**src/rtl/mcu_pkg.sv**
```systemverilog
// Shared types and constants for the MCU SPI front end and its targets.
package mcu_pkg;

   typedef enum logic [1:0] {IDLE, TARGET, COMMAND, DATA} state_t;

   typedef logic [1:0] tgt_t;

   localparam tgt_t TGT_SYS = 2'd0;
   localparam tgt_t TGT_HID = 2'd1;
   localparam tgt_t TGT_OSD = 2'd2;
   localparam tgt_t TGT_SDC = 2'd3;

   localparam logic [7:0] IDLE_BYTE_DEF = 8'h5c;

   // Target-select bytes of 4 and above address nothing.
   function automatic logic tgt_valid(input logic [7:0] sel);
      return sel[7:2] == 6'd0;
   endfunction

endpackage

```
**src/rtl/mcu_spi_if.sv**
```systemverilog
// Byte-wide strobe/start/data bus between the SPI front end and its targets.
interface mcu_spi_if;
   logic       mcu_start;
   logic       mcu_sys_strobe;
   logic       mcu_hid_strobe;
   logic       mcu_osd_strobe;
   logic       mcu_sdc_strobe;
   logic [7:0] mcu_dout;
   logic [7:0] mcu_sys_din;
   logic [7:0] mcu_hid_din;
   logic [7:0] mcu_osd_din;
   logic [7:0] mcu_sdc_din;

   modport master (
      output mcu_start, mcu_sys_strobe, mcu_hid_strobe, mcu_osd_strobe, mcu_sdc_strobe,
      output mcu_dout,
      input  mcu_sys_din, mcu_hid_din, mcu_osd_din, mcu_sdc_din
   );

   modport slave (
      input  mcu_start, mcu_sys_strobe, mcu_hid_strobe, mcu_osd_strobe, mcu_sdc_strobe,
      input  mcu_dout,
      output mcu_sys_din, mcu_hid_din, mcu_osd_din, mcu_sdc_din
   );
endinterface

```
**src/rtl/spi_sync_edge.sv**
```systemverilog
// Two-flop synchroniser for an asynchronous line plus single-cycle edge pulses.
module spi_sync_edge (
   input  logic clk,
   input  logic reset,
   input  logic din,
   output logic level,
   output logic rise,
   output logic fall
);

   logic meta;
   logic prev;

   always_ff @(posedge clk) begin
      if (reset) begin
         meta  <= 1'b0;
         level <= 1'b0;
         prev  <= 1'b0;
      end else begin
         meta  <= din;
         level <= meta;
         prev  <= level;
      end
   end

   assign rise = level & ~prev;
   assign fall = ~level & prev;

endmodule

```
**src/rtl/mcu_spi.sv**
```systemverilog
// SPI mode-0 slave front end: oversamples the MCU SPI lines in the core clock
// domain and fans received bytes out to the sys/hid/osd/sd-card targets.
module mcu_spi
   import mcu_pkg::*;
#(
   parameter int unsigned CLK_DIV_MIN = 8,
   parameter logic [7:0]  IDLE_BYTE   = IDLE_BYTE_DEF
) (
   input  logic      clk,
   input  logic      reset,
   input  logic      spi_io_ss,
   input  logic      spi_io_clk,
   input  logic      spi_io_din,
   output logic      spi_io_dout,
   mcu_spi_if.master bus
);

   logic       sck_lvl, sck_rise, sck_fall;
   logic       ss_lvl, ss_rise, ss_fall;
   logic       mosi_meta, mosi;
   state_t     state, state_next;
   logic [2:0] bit_cnt;
   logic [6:0] shift;
   logic [7:0] rx_byte;
   logic       byte_end;
   tgt_t       tgt;
   logic       tgt_ok;
   logic       done_q, done_q2;
   logic [7:0] din_sel;
   logic [7:0] reply;
   logic [7:0] tx;
   logic [7:0] edge_gap;

   // ss resets low so a transfer interrupted by reset is not resumed until ss
   // is seen high and then low again.
   spi_sync_edge u_sck (.clk(clk), .reset(reset), .din(spi_io_clk),
                        .level(sck_lvl), .rise(sck_rise), .fall(sck_fall));
   spi_sync_edge u_ss  (.clk(clk), .reset(reset), .din(spi_io_ss),
                        .level(ss_lvl), .rise(ss_rise), .fall(ss_fall));

   always_ff @(posedge clk) begin
      if (reset) begin
         mosi_meta <= 1'b0;
         mosi      <= 1'b0;
      end else begin
         mosi_meta <= spi_io_din;
         mosi      <= mosi_meta;
      end
   end

   assign rx_byte  = {shift, mosi};
   assign byte_end = sck_rise && (bit_cnt == 3'd7) && !ss_lvl && (state != IDLE);

   always_ff @(posedge clk) begin
      if (reset) state <= IDLE;
      else       state <= state_next;
   end

   always_comb begin
      state_next = state;
      if (ss_lvl) begin
         state_next = IDLE;
      end else begin
         case (state)
            IDLE:    if (ss_fall)  state_next = TARGET;
            TARGET:  if (byte_end) state_next = COMMAND;
            COMMAND: if (byte_end) state_next = DATA;
            default: state_next = state;
         endcase
      end
   end

   always_comb begin
      case (tgt)
         TGT_SYS: din_sel = bus.mcu_sys_din;
         TGT_HID: din_sel = bus.mcu_hid_din;
         TGT_OSD: din_sel = bus.mcu_osd_din;
         default: din_sel = bus.mcu_sdc_din;
      endcase
   end

   always_ff @(posedge clk) begin
      if (reset) begin
         bit_cnt            <= '0;
         shift              <= '0;
         tgt                <= TGT_SYS;
         tgt_ok             <= 1'b0;
         done_q             <= 1'b0;
         done_q2            <= 1'b0;
         reply              <= '0;
         tx                 <= '0;
         bus.mcu_start      <= 1'b0;
         bus.mcu_sys_strobe <= 1'b0;
         bus.mcu_hid_strobe <= 1'b0;
         bus.mcu_osd_strobe <= 1'b0;
         bus.mcu_sdc_strobe <= 1'b0;
         bus.mcu_dout       <= '0;
      end else begin
         bus.mcu_start      <= 1'b0;
         bus.mcu_sys_strobe <= 1'b0;
         bus.mcu_hid_strobe <= 1'b0;
         bus.mcu_osd_strobe <= 1'b0;
         bus.mcu_sdc_strobe <= 1'b0;
         done_q             <= byte_end;
         done_q2            <= done_q;

         if (ss_lvl || state == IDLE) begin
            bit_cnt <= '0;
         end else if (sck_rise) begin
            bit_cnt <= bit_cnt + 3'd1;
            shift   <= rx_byte[6:0];
         end

         if (byte_end) begin
            if (state == TARGET) begin
               tgt    <= rx_byte[1:0];
               tgt_ok <= tgt_valid(rx_byte);
            end else if (tgt_ok) begin
               bus.mcu_dout  <= rx_byte;
               bus.mcu_start <= (state == COMMAND);
               case (tgt)
                  TGT_SYS: bus.mcu_sys_strobe <= 1'b1;
                  TGT_HID: bus.mcu_hid_strobe <= 1'b1;
                  TGT_OSD: bus.mcu_osd_strobe <= 1'b1;
                  default: bus.mcu_sdc_strobe <= 1'b1;
               endcase
            end
         end

         // Sampled two clocks after the strobe so the target has a cycle to update din.
         if (done_q2) reply <= tgt_ok ? din_sel : 8'h00;

         if (ss_lvl)
            tx <= '0;
         else if (state == IDLE && ss_fall)
            tx <= IDLE_BYTE;
         else if (state != IDLE && sck_fall)
            tx <= (bit_cnt == 3'd0) ? reply : {tx[6:0], 1'b0};
      end
   end

   assign spi_io_dout = (state != IDLE) && tx[7];

   always_ff @(posedge clk) begin
      if (reset || ss_rise)         edge_gap <= '1;
      else if (sck_rise || sck_fall) edge_gap <= '0;
      else if (edge_gap != '1)       edge_gap <= edge_gap + 8'd1;
   end

   a_sck_ratio: assert property (@(posedge clk) disable iff (reset)
      (sck_rise || sck_fall) |-> edge_gap >= 8'(CLK_DIV_MIN / 2 - 1));

   a_sck_idle: assert property (@(posedge clk) disable iff (reset)
      ss_lvl |-> !sck_lvl);

endmodule

```
**src/flat_wrapper.sv**
```systemverilog
// flat-port wrapper written by rule: the top's interface ports become plain ports
module mcu_spi_flat import mcu_pkg::*;
#(
   parameter int unsigned CLK_DIV_MIN = 8,
   parameter logic [7:0]  IDLE_BYTE   = IDLE_BYTE_DEF
)
  (clk, reset, spi_io_ss, spi_io_clk, spi_io_din, spi_io_dout, bus_mcu_start, bus_mcu_sys_strobe, bus_mcu_hid_strobe, bus_mcu_osd_strobe, bus_mcu_sdc_strobe, bus_mcu_dout, bus_mcu_sys_din, bus_mcu_hid_din, bus_mcu_osd_din, bus_mcu_sdc_din);
  mcu_spi_if bus_i ();
  input  logic clk;
  input  logic reset;
  input  logic spi_io_ss;
  input  logic spi_io_clk;
  input  logic spi_io_din;
  output logic spi_io_dout;
  output wire logic [$bits(bus_i.mcu_start)-1:0] bus_mcu_start;
  output wire logic [$bits(bus_i.mcu_sys_strobe)-1:0] bus_mcu_sys_strobe;
  output wire logic [$bits(bus_i.mcu_hid_strobe)-1:0] bus_mcu_hid_strobe;
  output wire logic [$bits(bus_i.mcu_osd_strobe)-1:0] bus_mcu_osd_strobe;
  output wire logic [$bits(bus_i.mcu_sdc_strobe)-1:0] bus_mcu_sdc_strobe;
  output wire logic [$bits(bus_i.mcu_dout)-1:0] bus_mcu_dout;
  input wire logic [$bits(bus_i.mcu_sys_din)-1:0] bus_mcu_sys_din;
  input wire logic [$bits(bus_i.mcu_hid_din)-1:0] bus_mcu_hid_din;
  input wire logic [$bits(bus_i.mcu_osd_din)-1:0] bus_mcu_osd_din;
  input wire logic [$bits(bus_i.mcu_sdc_din)-1:0] bus_mcu_sdc_din;
  assign bus_mcu_start = bus_i.mcu_start;
  assign bus_mcu_sys_strobe = bus_i.mcu_sys_strobe;
  assign bus_mcu_hid_strobe = bus_i.mcu_hid_strobe;
  assign bus_mcu_osd_strobe = bus_i.mcu_osd_strobe;
  assign bus_mcu_sdc_strobe = bus_i.mcu_sdc_strobe;
  assign bus_mcu_dout = bus_i.mcu_dout;
  assign bus_i.mcu_sys_din = bus_mcu_sys_din;
  assign bus_i.mcu_hid_din = bus_mcu_hid_din;
  assign bus_i.mcu_osd_din = bus_mcu_osd_din;
  assign bus_i.mcu_sdc_din = bus_mcu_sdc_din;
  mcu_spi #(.CLK_DIV_MIN(CLK_DIV_MIN), .IDLE_BYTE(IDLE_BYTE)) u_core (.clk(clk), .reset(reset), .spi_io_ss(spi_io_ss), .spi_io_clk(spi_io_clk), .spi_io_din(spi_io_din), .spi_io_dout(spi_io_dout), .bus(bus_i));
endmodule
```
**config.mk**
```make
export PLATFORM = sky130hd
export DESIGN_NAME = mcu_spi_flat
export DESIGN_NICKNAME = d
export VERILOG_FILES = /design/src/rtl/mcu_pkg.sv /design/src/rtl/mcu_spi_if.sv /design/src/rtl/spi_sync_edge.sv /design/src/rtl/mcu_spi.sv /design/src/flat_wrapper.sv
export SDC_FILE = /design/constraint.sdc
export NUM_CORES = 1
export LEC_CHECK = 0
export BUFFER_PORTS_ARGS = -buffer_cell sky130_fd_sc_hd__clkbuf_2
export CORE_ASPECT_RATIO = 1.25
export CORE_UTILIZATION = 35
export DETAILED_ROUTE_END_ITERATION = 8
export PLACE_DENSITY = 0.54
export SETUP_SLACK_MARGIN = 0.4
export SLEW_MARGIN = 10
export SYNTH_ARGS = -nofsm -noshare
export SYNTH_HDL_FRONTEND = slang
export SYNTH_SLANG_ARGS = --single-unit
```
**constraint.sdc**
```tcl
create_clock -name clk -period 2.1 [get_ports clk]
set_clock_uncertainty 0.15 [all_clocks]
set_input_delay 0.105 -clock clk [delete_from_list [all_inputs] [get_ports clk]]
set_output_delay 0.105 -clock clk [all_outputs]
set_load 0.01 [all_outputs]
```
# Yosys cells after proc, flatten, opt, wreduce, memory -nomap -nowiden
# Index checks and enable logic that the tools add are counted.
dict set report op_classes {
  addsub 1
  n_eq_ne 8
  muxes 13
  bitwise_logic 10
  n_reduce_logical 24
}
# cell n
set op_table {}
lappend op_table {{case mux 8 bit (3 select lines)} 1}
lappend op_table {{2-to-1 mux 8 bit} 2}
lappend op_table {{2-to-1 mux 7 bit} 2}
lappend op_table {{inverter 1 bit} 7}
lappend op_table {{logical AND 1 bit} 6}
lappend op_table {{zero test 6 bit} 1}
lappend op_table {{2-to-1 mux 2 bit} 3}
lappend op_table {{!= test 2 x 1 -> 1 bit (second input constant)} 3}
lappend op_table {{case mux 2 bit (3 select lines)} 1}
lappend op_table {{OR reduction 3 bit} 2}
lappend op_table {{== test 2 x 1 -> 1 bit (second input constant)} 2}
lappend op_table {{== test 2 bit (second input constant)} 2}
lappend op_table {{zero test 2 bit} 2}
lappend op_table {{2-to-1 mux 1 bit} 4}
lappend op_table {{AND reduction 2 bit} 2}
lappend op_table {{AND reduction 4 bit} 1}
lappend op_table {{nonzero test 2 bit} 2}
lappend op_table {{OR reduction 2 bit} 2}
lappend op_table {{OR reduction 4 bit} 1}
lappend op_table {{adder 3 x 1 -> 3 bit (second input constant)} 1}
lappend op_table {{AND 1 bit} 3}
lappend op_table {{== test 3 bit (second input constant)} 1}
lappend op_table {{zero test 3 bit} 1}
lappend op_table {{AND reduction 3 bit} 1}
lappend op_table {{other kinds (3)} 3}
dict set report totals {
  regBits 54
  inputBits 37
  out_inout_bits 14
  wordCells 80
}

# Longest topological paths before layout
# Gate-level depths: netlist (run 1).
dict set report logic_depth {
  word_depth 7
  mapped_depth 7
  ltp_nobuf 6
}

# Hierarchy
# Synthesis (run 1) repeated with hierarchy kept, for this count alone.
dict set report unflattened {
  cells_unflattened 234
  hier_area_um2 2341.0
}
# mod n_inst cells_each area_each_um2 seq_area_each_um2
set modules_own_cells {}
lappend modules_own_cells {mcu_spi 1 218 2158.3 960.9}
lappend modules_own_cells {spi_sync_edge 2 8 91.3 60.1}

# Worst setup path before layout (run 1)
# No wires, ideal clock.
dict set report synth_timing {
  path_type {register -> register}
  start {register u_core.state[0]}
  end {register u_core.bus.mcu_dout[7]}
  setup_time_ns 0.128
  arrival_time_ns 1.604
  t_required_ns 1.822
  path_slack_ns 0.218
  stages_incl_launch_ff 7
  period_less_slack_ns 1.882
  cell_sequence {dfxtp_1 -> inv_1 -> ha_1 -> nand4bb_2 -> nor3_4 -> mux2i_1 -> nor2_1}
}
dict set report synth_via {
  elab_chain_cells 3
  word_cells_on_any_way 5
  cone_classes {1 x eq/ne; 1 x bitwise; 3 x reduce/logical}
}
# element line_no
set synth_rtl {}
lappend synth_rtl {{start, declared} mcu_spi.sv:21} ;# state_t state, state_next;
lappend synth_rtl {{start signal, assigned} mcu_spi.sv:56} ;# else state <= state_next;
lappend synth_rtl {{== test 2 x 1 -> 1 bit / nonzero test 2 bit (equally long branches)} {mcu_spi.sv:115, mcu_spi.sv:52}}
lappend synth_rtl {{inverter 1 bit (no line) / logical AND 1 bit (equally long branches)} --}
lappend synth_rtl {{AND reduction 3 bit (no line) *} --}
lappend synth_rtl {{end signal, assigned} mcu_spi.sv:119} ;# bus.mcu_dout <= rx_byte;
lappend synth_rtl {{end, declared} mcu_spi_if.sv:16} ;# output mcu_dout,
# Every way passes the cells marked *; elsewhere a longest branch is shown, timed or not.
# A chain may end at the register's enable or synchronous reset.

# Worst setup path after layout (run 1)
dict set report layout_timing {
  start {register u_core.state[0]}
  end {register u_core.tgt_ok}
}
dict set report layout_via {
  elab_chain_cells 3
  word_cells_on_any_way 4
  cone_classes {1 x eq/ne; 3 x reduce/logical}
}
# element line_no
set layout_rtl {}
lappend layout_rtl {{nonzero test 2 bit} mcu_spi.sv:52} ;# assign byte_end = sck_rise && (bit_cnt == 3'd7) && !ss_lvl && (state != IDLE);
lappend layout_rtl {{logical AND 1 bit} mcu_spi.sv:52}
lappend layout_rtl {{AND reduction 2 bit (no line) *} --}
lappend layout_rtl {{end signal, assigned} mcu_spi.sv:117} ;# tgt_ok <= tgt_valid(rx_byte);
lappend layout_rtl {{end, declared} mcu_spi.sv:27} ;# logic tgt_ok;
# Marks and branches as above.

==> results.toml, run 1 <==
[clock_network]
ctsHtreeMaxLevel = 2
cts_tree = "built"
cts.sinks = 54
clk_latency_ns = 0.30
clockRootBuffer = "clkbuf_8"
cts.reportedPaths.clkPinSlew_ns = 0.10
cts_made_buffers = 5
cts.path.max_buffers = 2

[sta]
tightest_slew_ns = 0.4917
setup_violations = 0
max_slew_margin_pct = 67.18
fin_crit_sh_pct = 82.29
finalMaxSlewViolations = 0
setup_slack_ns = 0.3719
rsz0062_at_grt = "yes"
min_period_ns = 1.728
setup_tns_ns = 0
hold_viol = 0
max_freq_mhz = 578.7

[critical_path]
crit_path_start_kind = "flop"
end_kind = "flop"
critPathMaxFanout = 6
arrival_ns = 1.81
critical_path_class = "reg2reg"
required_ns = 2.18

[drt]
initialDrtViolationCount = 66
dr.pass1.iters = 4
num_vias = 1835
via_per_inst = 4.669
drcViolationCount = 0
antenna_left = 0
wl_um = 5096
wl_per_cell_um = 12.97

[global_route]
track_usage_pct = 15.61
overflow = 0
grt_pass1_vias = 1719
grt_pass1_wl_um = 8335
grt_max_degree = 37
antenna_found_initial = 0

[floorplan]
die_area_mm2 = 0.007036
die_w_um = 75.23
die_h_um = 93.54
initial_core_util_pct = 35.96
rows = 33
core_area_mm2 = 0.006524
pin_count = 51

[finish]
n_antenna_cell = 0
final_core_util_pct = 47.43
nFillCells = 662
syn2layout_area_growth_pct = 31.89
drive_gt1_share_pct = 36.93
layout.nets = 350

[logic_synthesis]
syn_area_mm2 = 0.002346
syn_avg_cell_area_um2 = 10.03
syn_nets = 279
ys.warnings.count = 0
ys_seq_area_share_pct = 46.08
synth_area_leader_cell = "dfxtp_1"
ys_types = 33
synth_area_leaders = "dfxtp_1 46%, mux2i_1 9.4%, mux4_2 7.7%"
synth_top_cell_area_share_pct = 46.08
synthCells = 234
ys_seq_elements = 54

[run]
maxCapViolCount = 0

[outcome]
status = "completed"

[power_and_ir_drop]
p_leak_uw = 0.001246
powerDensity_mw_per_mm2 = 647.9
worst_ir_drop_vdd_mv = 0.4076

[placement]
dp_hpwl_um = 3728
port_buffers = 50
pre_cts_slack_ns = 0.1614
gp_congestion = 0.8170

[min_path]
hold_class = "in2reg"
==> flip-flops by register name, summed over array words and instances, names as in the netlist, 2 cells and up <==
signal / flops
u_core.reply: 8
u_core.bit_cnt: 3
u_core.tx: 8
u_core.bus.mcu_dout: 8
u_core.shift: 7
u_core.tgt: 2
u_core.state: 2
==> cells in the final DEF (no fill, tap or decap), types with 8 or more instances in the layout <==
cell	count
clkbuf_2	50
dfxtp_1	49
nor2_1	37
mux2i_1	22
buf_4	21
nor2b_1	18
a21oi_1	18
nand2_1	12
mux4_2	8
==> synthesized netlist by cell type <==
master	count
ha_1	8
nor3b_2	1
nand3_2	1
buf_1	3
o22ai_1	1
inv_1	5
nor3b_1	1
dfxtp_1	54
a211oi_1	3
nand2_1	12
nand3_1	3
buf_4	1
a31o_2	4
or2_2	1
nor2b_1	18
or4_1	2
and3b_1	1
nor3_4	2
and2_1	2
mux4_2	8
a21oi_1	18
clkbuf_1	6
and4bb_1	1
and3_1	2
mux2i_1	22
a21o_1	1
buf_2	3
nand4bb_2	1
xnor2_1	1
nand2b_1	5
nor2_1	37
nor3_1	5
o21ai_0	1
==> report_power, final <==
part | total (uW) | internal (uW) | leakage, uW | switching (uW)
Combinational | 253 | 147 | 0.000756 | 107
Clock | 694 | 355 | 0.0000504 | 339
Sequential | 1060 | 1040 | 0.000439 | 16.2
Total | 2000 | 1540 | 0.00125 | 462
==> per-layer routing <==
metal | track usage (%) | part of all wire [%] | up-vias
met4 | 3.704 | 0.75 | 0
met2 | 25.60 | 52 | 26
met5 | 0 | 0 | -
met1 | 20.96 | 44 | 856
li1 | - | - | 949
met3 | 3.017 | 3.1 | 4
==> final cells by class <==
| class | count | area [um2] | share of cell area, % |
|---|---|---|---|
| Multi-Input combinational cell | 162 | 1271 | 41.08 |
| Sequential cell | 54 | 1090 | 35.22 |
| Timing Repair Buffer | 77 | 489.2 | 15.81 |
| Tap cell | 87 | 108.9 | 3.518 |
| Clock buffer | 5 | 68.82 | 2.224 |
| Clock inverter | 3 | 45.04 | 1.456 |
| Inverter | 5 | 21.27 | 0.6874 |
==> critical path, cell delays in order (launching register included) <==
cell and delay [ns]:
dfxtp_4 0.39, inv_4 0.04, ha_4 0.16, and4bb_1 0.31, nand3_2 0.08, or4_1 0.39, a21oi_1 0.13
==> worst paths after layout <==
| kind | cells after the start | slack [ns] | startpoint | endpoint |
|---|---|---|---|---|
| setup reg to reg | 6 | 0.37 | u_core.state[0] | u_core.tgt_ok |
| hold / removal | 3 | 0.09 | reset | u_core.state[1] |
| hold reg to reg | 1 | 0.30 | u_core.mosi_meta | u_core.mosi |
| setup / recovery | 6 | 0.37 | u_core.state[0] | u_core.tgt_ok |
==> kinds of logic after synthesis <==
group | after synthesis | synth area share (%)
buffers and inverters | 18 | 3.200
xor gates and xnor gates | 1 | 0.3734
AOI/OAI and AO/OA | 28 | 7.093
DFF | 54 | 46.08
adders and majority gates | 8 | 4.267
muxes | 30 | 17.07
and+or+nand+nor | 95 | 21.92
==> timing repair <==
item                                    4_1_cts  5_1_grt
resized for setup                             4        6
endpoints found under the setup margin       32       27
buffers inserted                              7       10
hold endpoints to repair                      3        0
pin swaps                                     4        4
hold buffers                                  3        0
==> per-stage QoR <==
step                total power (uW)  instance area (um2)  hold WS (ns)  std cells
floorplan                       1194                 2409       0.08318        234
global placement                1251                 2758        0.1663        365
detailed placement              1254                 2758        0.1730        365
CTS                             1981                 2998       0.08468        383
global route                    2093                 3094        0.1113        393
finish                          2005                 3094       0.08813        393
Note: power is estimated with default switching activity, not from simulation.
==> run 2, diff against run 1 <==
Settings changed: PLACE_DENSITY 0.54 to 0.57.
Clock period 2.1 ns to 1.57 ns, I/O delays scaled along.
==> run 2 against run 1 <==
Net effect: critical endpoint unchanged; utilization increased by 5.5 points; final cell count increased by 4.8%; design area increased by 12%; the run now ends with setup timing left; largest power group unchanged.
==> results.toml, run 2 (synthesized netlist as in run 1, its figures left out) <==
[drt]
wl_um = 5536
antenna_left = 0
wl_per_cell_um = 13.44
num_vias = 1944
initialDrtViolationCount = 53
dr.pass1.iters = 4
drcViolationCount = 0
via_per_inst = 4.718

[finish]
n_antenna_cell = 0
nFillCells = 608
seqCellArea_mm2 = 0.001102
final_common_cell = "clkbuf_2"
layout.nets = 369
fin_area_mm2 = 0.003453
reg.largest.list = "u_core.bus.mcu_dout x8, u_core.reply x8, u_core.tx x8"
drive_gt1_share_pct = 49.85
final_cell_mix = "49 x clkbuf_2, 45 x dfxtp_1, 36 x nor2_1"
syn2layout_area_growth_pct = 47.20
multi_input_area_mm2 = 0.001401
fin_cells = 412
final_core_util_pct = 52.93

[critical_path]
critPathMaxFanout = 2
reg2reg_from = "u_core.bit_cnt[0]"
cpPeakStageDelay_ns = 0.40
rr_worst_depth = 6
required_ns = 1.66
crit_path_start_kind = "flop"
arrival_ns = 1.82
end_kind = "flop"
cp.depth = 6
cp_top_family = "simple AND/OR/NAND/NOR gates"
crit_chain = "ha_4 -> ha_4 -> and4bb_1 -> nand3_2 -> or4_1 -> a21oi_1"
cp_slowest_cell = "or4_1"
worst-path-buf-inv = 0
critical_path.endpoint = "u_core.tgt_ok"
r2r_end = "u_core.tgt_ok"
critical_path_class = "reg2reg"
reg2reg_slack_ns = -0.17
crit_start = "u_core.bit_cnt[0]"
cp_common_cell = "ha_4"

[floorplan]
initial_core_util_pct = 35.96
die_w_um = 75.23
core_area_mm2 = 0.006524
die_area_mm2 = 0.007036
pin_count = 51
rows = 33
die_h_um = 93.54

[sta]
min_period_ns = 1.735
rsz0062_at_grt = "yes"
whs_ns = 0.06929
setup_violations = 22
setup_slack_ns = -0.1651
tightest_slew_ns = 0.4935
max_slew_margin_pct = 67.10
hold_viol = 0
max_freq_mhz = 576.3
finalMaxSlewViolations = 0
fin_crit_sh_pct = 110.5

[placement]
dp.cells = 384
place_area_mm2 = 0.002970
dp_hpwl_um = 3856
gp_congestion = 0.7728
port_buffers = 50

[global_route]
use_met1_pct = 21.22
grt_pass1_vias = 1859
busiest_layer = "met2"
use_met3_pct = 3.772
grt_use_met2_pct = 27.03
grt_max_degree = 37
track_usage_pct = 16.58
overflow = 0
antenna_found_initial = 0
grt_pass1_wl_um = 8659

[outcome]
status = "finished, violations left"
violations = "setup timing"

[clock_network]
cts.reportedPaths.clkPinSlew_ns = 0.10
cts.sinks = 54
ctsHtreeMaxLevel = 2
clk_latency_ns = 0.31
cts.path.max_buffers = 2
clockRootBuffer = "clkbuf_8"
cts_tree = "built"
cts_made_buffers = 5

[power_and_ir_drop]
worst_ir_drop_vdd_mv = 0.6834
powerDensity_mw_per_mm2 = 794.8
p_leak_uw = 0.001411

[min_path]
hold_class = "in2reg"
worstHoldStart = "reset"

[run]
maxCapViolCount = 0
==> run 2: changes by cell type in the layout (fill, tap and decap cells not counted), moves of 2 or more <==
cell / delta
a21oi_2: +14
buf_4: +8
nor3_1: -3
buf_6: +8
dfxtp_1: -4
a21oi_1: -14
nor3_2: +2
dfxtp_4: +3
==> run 2: per-stage QoR <==
step,TNS [ns],total power (uW),worst slack (ns)
2_1_floorplan,-1.658,1614,-0.1118
3_3_place_gp,-1.156,1743,-0.1293
3_5_place_dp,-1.944,1749,-0.1737
4_1_cts,-1.767,2753,-0.1603
5_1_grt,-4.047,2870,-0.2167
6_report,-1.726,2745,-0.1651
==> run 2: worst min-delay path by stage <==
stage,endpoint,slack [ns],cells past startpoint
6_report,u_core.bus.mcu_hid_strobe,0.07,5
5_1_grt,u_core.reply[2],0.07,4
4_1_cts,u_core.bus.mcu_hid_strobe,-0.0004,5
3_5_place_dp,u_core.u_ss.meta,0.15,2
3_3_place_gp,u_core.mosi_meta,0.14,2
2_1_floorplan,u_core.mosi_meta,0.06,1
==> run 2: what timing repair did <==
item,CTS,global route
setup endpoints to repair,46,46
hold buffers,3,0
resized for setup,34,18
setup buffers,13,3
cloned,0,1
endpoints found under the hold margin,4,0
pin swaps,23,21
==> run 2: worst reg2reg max path, delay by kind of cell, from the launching register on <==
family | cells | cell delay [ns]
compound gates | 1 | 0.12
fa+ha+maj | 2 | 0.28
flops | 1 | 0.37
simple gates | 3 | 0.74
==> run 2: power by group <==
part	internal (uW)	switching, uW	total, uW
logic	207	167	374
clock network	486	480	967
registers	1390	17.0	1400
total	2080	664	2740
==> run 2: final cells by class <==
class	count	share of cell area (%)
multi-input combinational	162	40.58
clock buffer	5	1.993
sequential	54	31.92
inverter	5	0.6884
timing repair buffer	96	20.25
tap	87	3.152
clock inverter	3	1.413
==> run 2: per-layer routing <==
layer / share of wire [%] / up-vias
met1: 46 / 928
met3: 2.9 / 2
met5: 0 / -
li1: - / 983
met4: 0.69 / 0
met2: 51 / 31
==> run 3, diff against run 2 <==
Settings changed: ABC_AREA set to 1, PLACE_DENSITY 0.57 to 0.56.
==> run 3 against run 2 <==
Net effect: the flow finishes with violations (hold timing); non-clock buffer count is 3 lower; combinational power is 120% higher; sequential power is 5% higher; total power is 17% higher; via count is 18% higher; critical path depth is 2 higher; count of clock-buffer cells in the layout stayed put; critical endpoint is now u_core.tgt[1]; highest routed layer unchanged.
==> results.toml, run 3 <==
[outcome]
status = "finished, violations left"
violations = "hold timing"

[min_path]
worstHoldStart = "reset"
hold-path-endpoint = "u_core.u_sck.meta"
timing.hold.worst_path_depth = 2
hold_class = "in2reg"

[logic_synthesis]
ys_seq_elements = 54
synthCells = 326
ys_seq_area_share_pct = 45.67
syn_area_mm2 = 0.002367
synth_area_leader_cell = "dfxtp_1"
async_flop_share_pct = 0
yosysMostFrequentCell = "nand2_1"
synth_commonest_cells = "70 x nand2_1, 61 x nor2_1, 54 x dfxtp_1, 38 x a21oi_1, 37 x inv_1"
ys.warnings.count = 0
synth-edff-count = 0
synth_top_cell_area_share_pct = 45.67
syn_avg_cell_area_um2 = 7.262
synth_area_leaders = "dfxtp_1 46%, nand2_1 11%, nor2_1 9.7%"
syn_nets = 371
ys_types = 20
ys.flop_type = "dfxtp_1"

[sta]
max_freq_mhz = 663.1
finalMaxSlewViolations = 0
hold_viol = 6
tightest_slew_ns = 0.2709
rsz0062_at_grt = "yes"
whs_ns = -0.06883
min_period_ns = 1.508
setup_violations = 0
max_slew_margin_pct = 81.94
fin_crit_sh_pct = 96.05

[critical_path]
critPathMaxFanout = 3
required_ns = 1.64
cpPeakStageDelay_ns = 0.38
cp_common_cell = "nor2_4"
cp_top_family = "simple AND/OR/NAND/NOR gates"
end_kind = "flop"
r2r_end = "u_core.tgt[1]"
worst-path-buf-inv = 2
crit_start = "u_core.state[0]"
crit_path_start_kind = "flop"
cp_slowest_cell = "dfxtp_4"
reg2reg_from = "u_core.state[0]"
arrival_ns = 1.58
critical_path_class = "reg2reg"
crit_chain = "inv_4 -> ha_4 -> nor2_4 -> nand3_4 -> buf_6 -> nor2_4 -> nand2_2 -> a21oi_2"
rr_worst_depth = 8
reg2reg_slack_ns = 0.06

[finish]
fin_area_mm2 = 0.003525
syn2layout_area_growth_pct = 48.89
drive_gt1_share_pct = 39.14
reg.largest.list = "u_core.bus.mcu_dout x8, u_core.reply x8, u_core.tx x8"
final_core_util_pct = 53.69
final_cell_mix = "54 x nor2_1, 52 x nand2_1, 49 x clkbuf_2"
nFillCells = 613
n_antenna_cell = 0
final_common_cell = "nor2_1"
layout.nets = 463

[placement]
dp_hpwl_um = 3594
gp_congestion = 0.7501
port_buffers = 50
place_area_mm2 = 0.002823

[drt]
wl_per_cell_um = 10.75
num_vias = 2301
dr.pass1.iters = 6
initialDrtViolationCount = 76
via_per_inst = 4.547
wl_um = 5441
antenna_left = 0
drcViolationCount = 0

[clock_network]
cts.reportedPaths.clkPinSlew_ns = 0.10
ctsHtreeMaxLevel = 2
cts.sinks = 54
cts_made_buffers = 5
cts_tree = "built"
clockRootBuffer = "clkbuf_8"
cts.path.max_buffers = 2
clk_latency_ns = 0.30

[power_and_ir_drop]
worst_ir_drop_vdd_mv = 0.4106
p_leak_uw = 0.001515
power_uw = 3224
powerDensity_mw_per_mm2 = 914.7

[global_route]
track_usage_pct = 15.67
overflow = 0
grt_pass1_wl_um = 8625
grt_max_degree = 18
grt_pass1_vias = 2099
antenna_found_initial = 0

[floorplan]
initial_core_util_pct = 36.06
pin_count = 51
die_area_mm2 = 0.007099
core_area_mm2 = 0.006565
rows = 33
die_h_um = 93.95
die_w_um = 75.56

[run]
maxCapViolCount = 0
-- run 3: final cells by class --
class / instances / area [um2] / share of cell area, %
multi-input cells: 227 / 1381 / 39.19
inverters: 37 / 150.1 / 4.260
repair buffers: 93 / 679.4 / 19.28
clock buffers: 5 / 68.82 / 1.952
flip-flops and latches: 54 / 1096 / 31.10
clock inverters: 3 / 40.04 / 1.136
well taps: 87 / 108.9 / 3.088
-- run 3: logic make-up (layout without fill, tap and decap cells) --
group,after synthesis,in the layout,share of synthesized area [%]
adders and majority gates,8,8,4.228
buffers and inverters,45,138,7.980
AOI/OAI and AO/OA,63,63,13.32
and+or+nand+nor,156,156,28.81
DFF,54,54,45.67
-- run 3: how the worst max path moves through the flow --
stage	cells after the start	to
floorplan	9	u_core.bus.mcu_dout[6]
detailed placement	7	u_core.bus.mcu_sdc_strobe
finish	8	u_core.tgt[1]
global placement	7	u_core.bus.mcu_sdc_strobe
global route	8	u_core.tgt[1]
CTS	9	u_core.bus.mcu_dout[2]
-- run 3: metal layers --
| metal | GRT usage [%] | share of wire [%] | vias to the layer above |
|---|---|---|---|
| met5 | 0 | 0 | - |
| li1 | - | - | 1215 |
| met2 | 26.49 | 50 | 44 |
| met1 | 18.34 | 45 | 1034 |
| met4 | 6.327 | 1.4 | 0 |
| met3 | 4.185 | 3.3 | 8 |
-- run 3: repair_timing --
action / 4_1_cts / 5_1_grt
setup buffers: 6 / 4
hold buffers: 18 / 1
pin swaps: 12 / 16
setup endpoints to repair: 46 / 46
gates resized for setup: 37 / 58
endpoints found under the hold margin: 13 / 7
gates cloned: 0 / 1
-- run 3: metrics by stage --
stage / setup WS [ns] / setup TNS, ns / instances / hold WS [ns]
after global placement: 0.04732 / 0 / 468 / 0.1281
final: 0.06204 / 0 / 506 / -0.06883
after global routing: -0.005897 / -0.01283 / 506 / -0.05860
after floorplan: 0.08120 / 0 / 326 / 0.03547
after CTS: 0.08331 / 0 / 500 / -0.08215
after detailed placement: 0.003320 / 0 / 468 / 0.1310
-- run 3: power breakdown --
part / leakage [uW] / internal (uW) / switching, uW
Combinational: 0.00102 / 384 / 447
Sequential: 0.000441 / 1430 / 41.9
Clock: 0.0000579 / 470 / 450
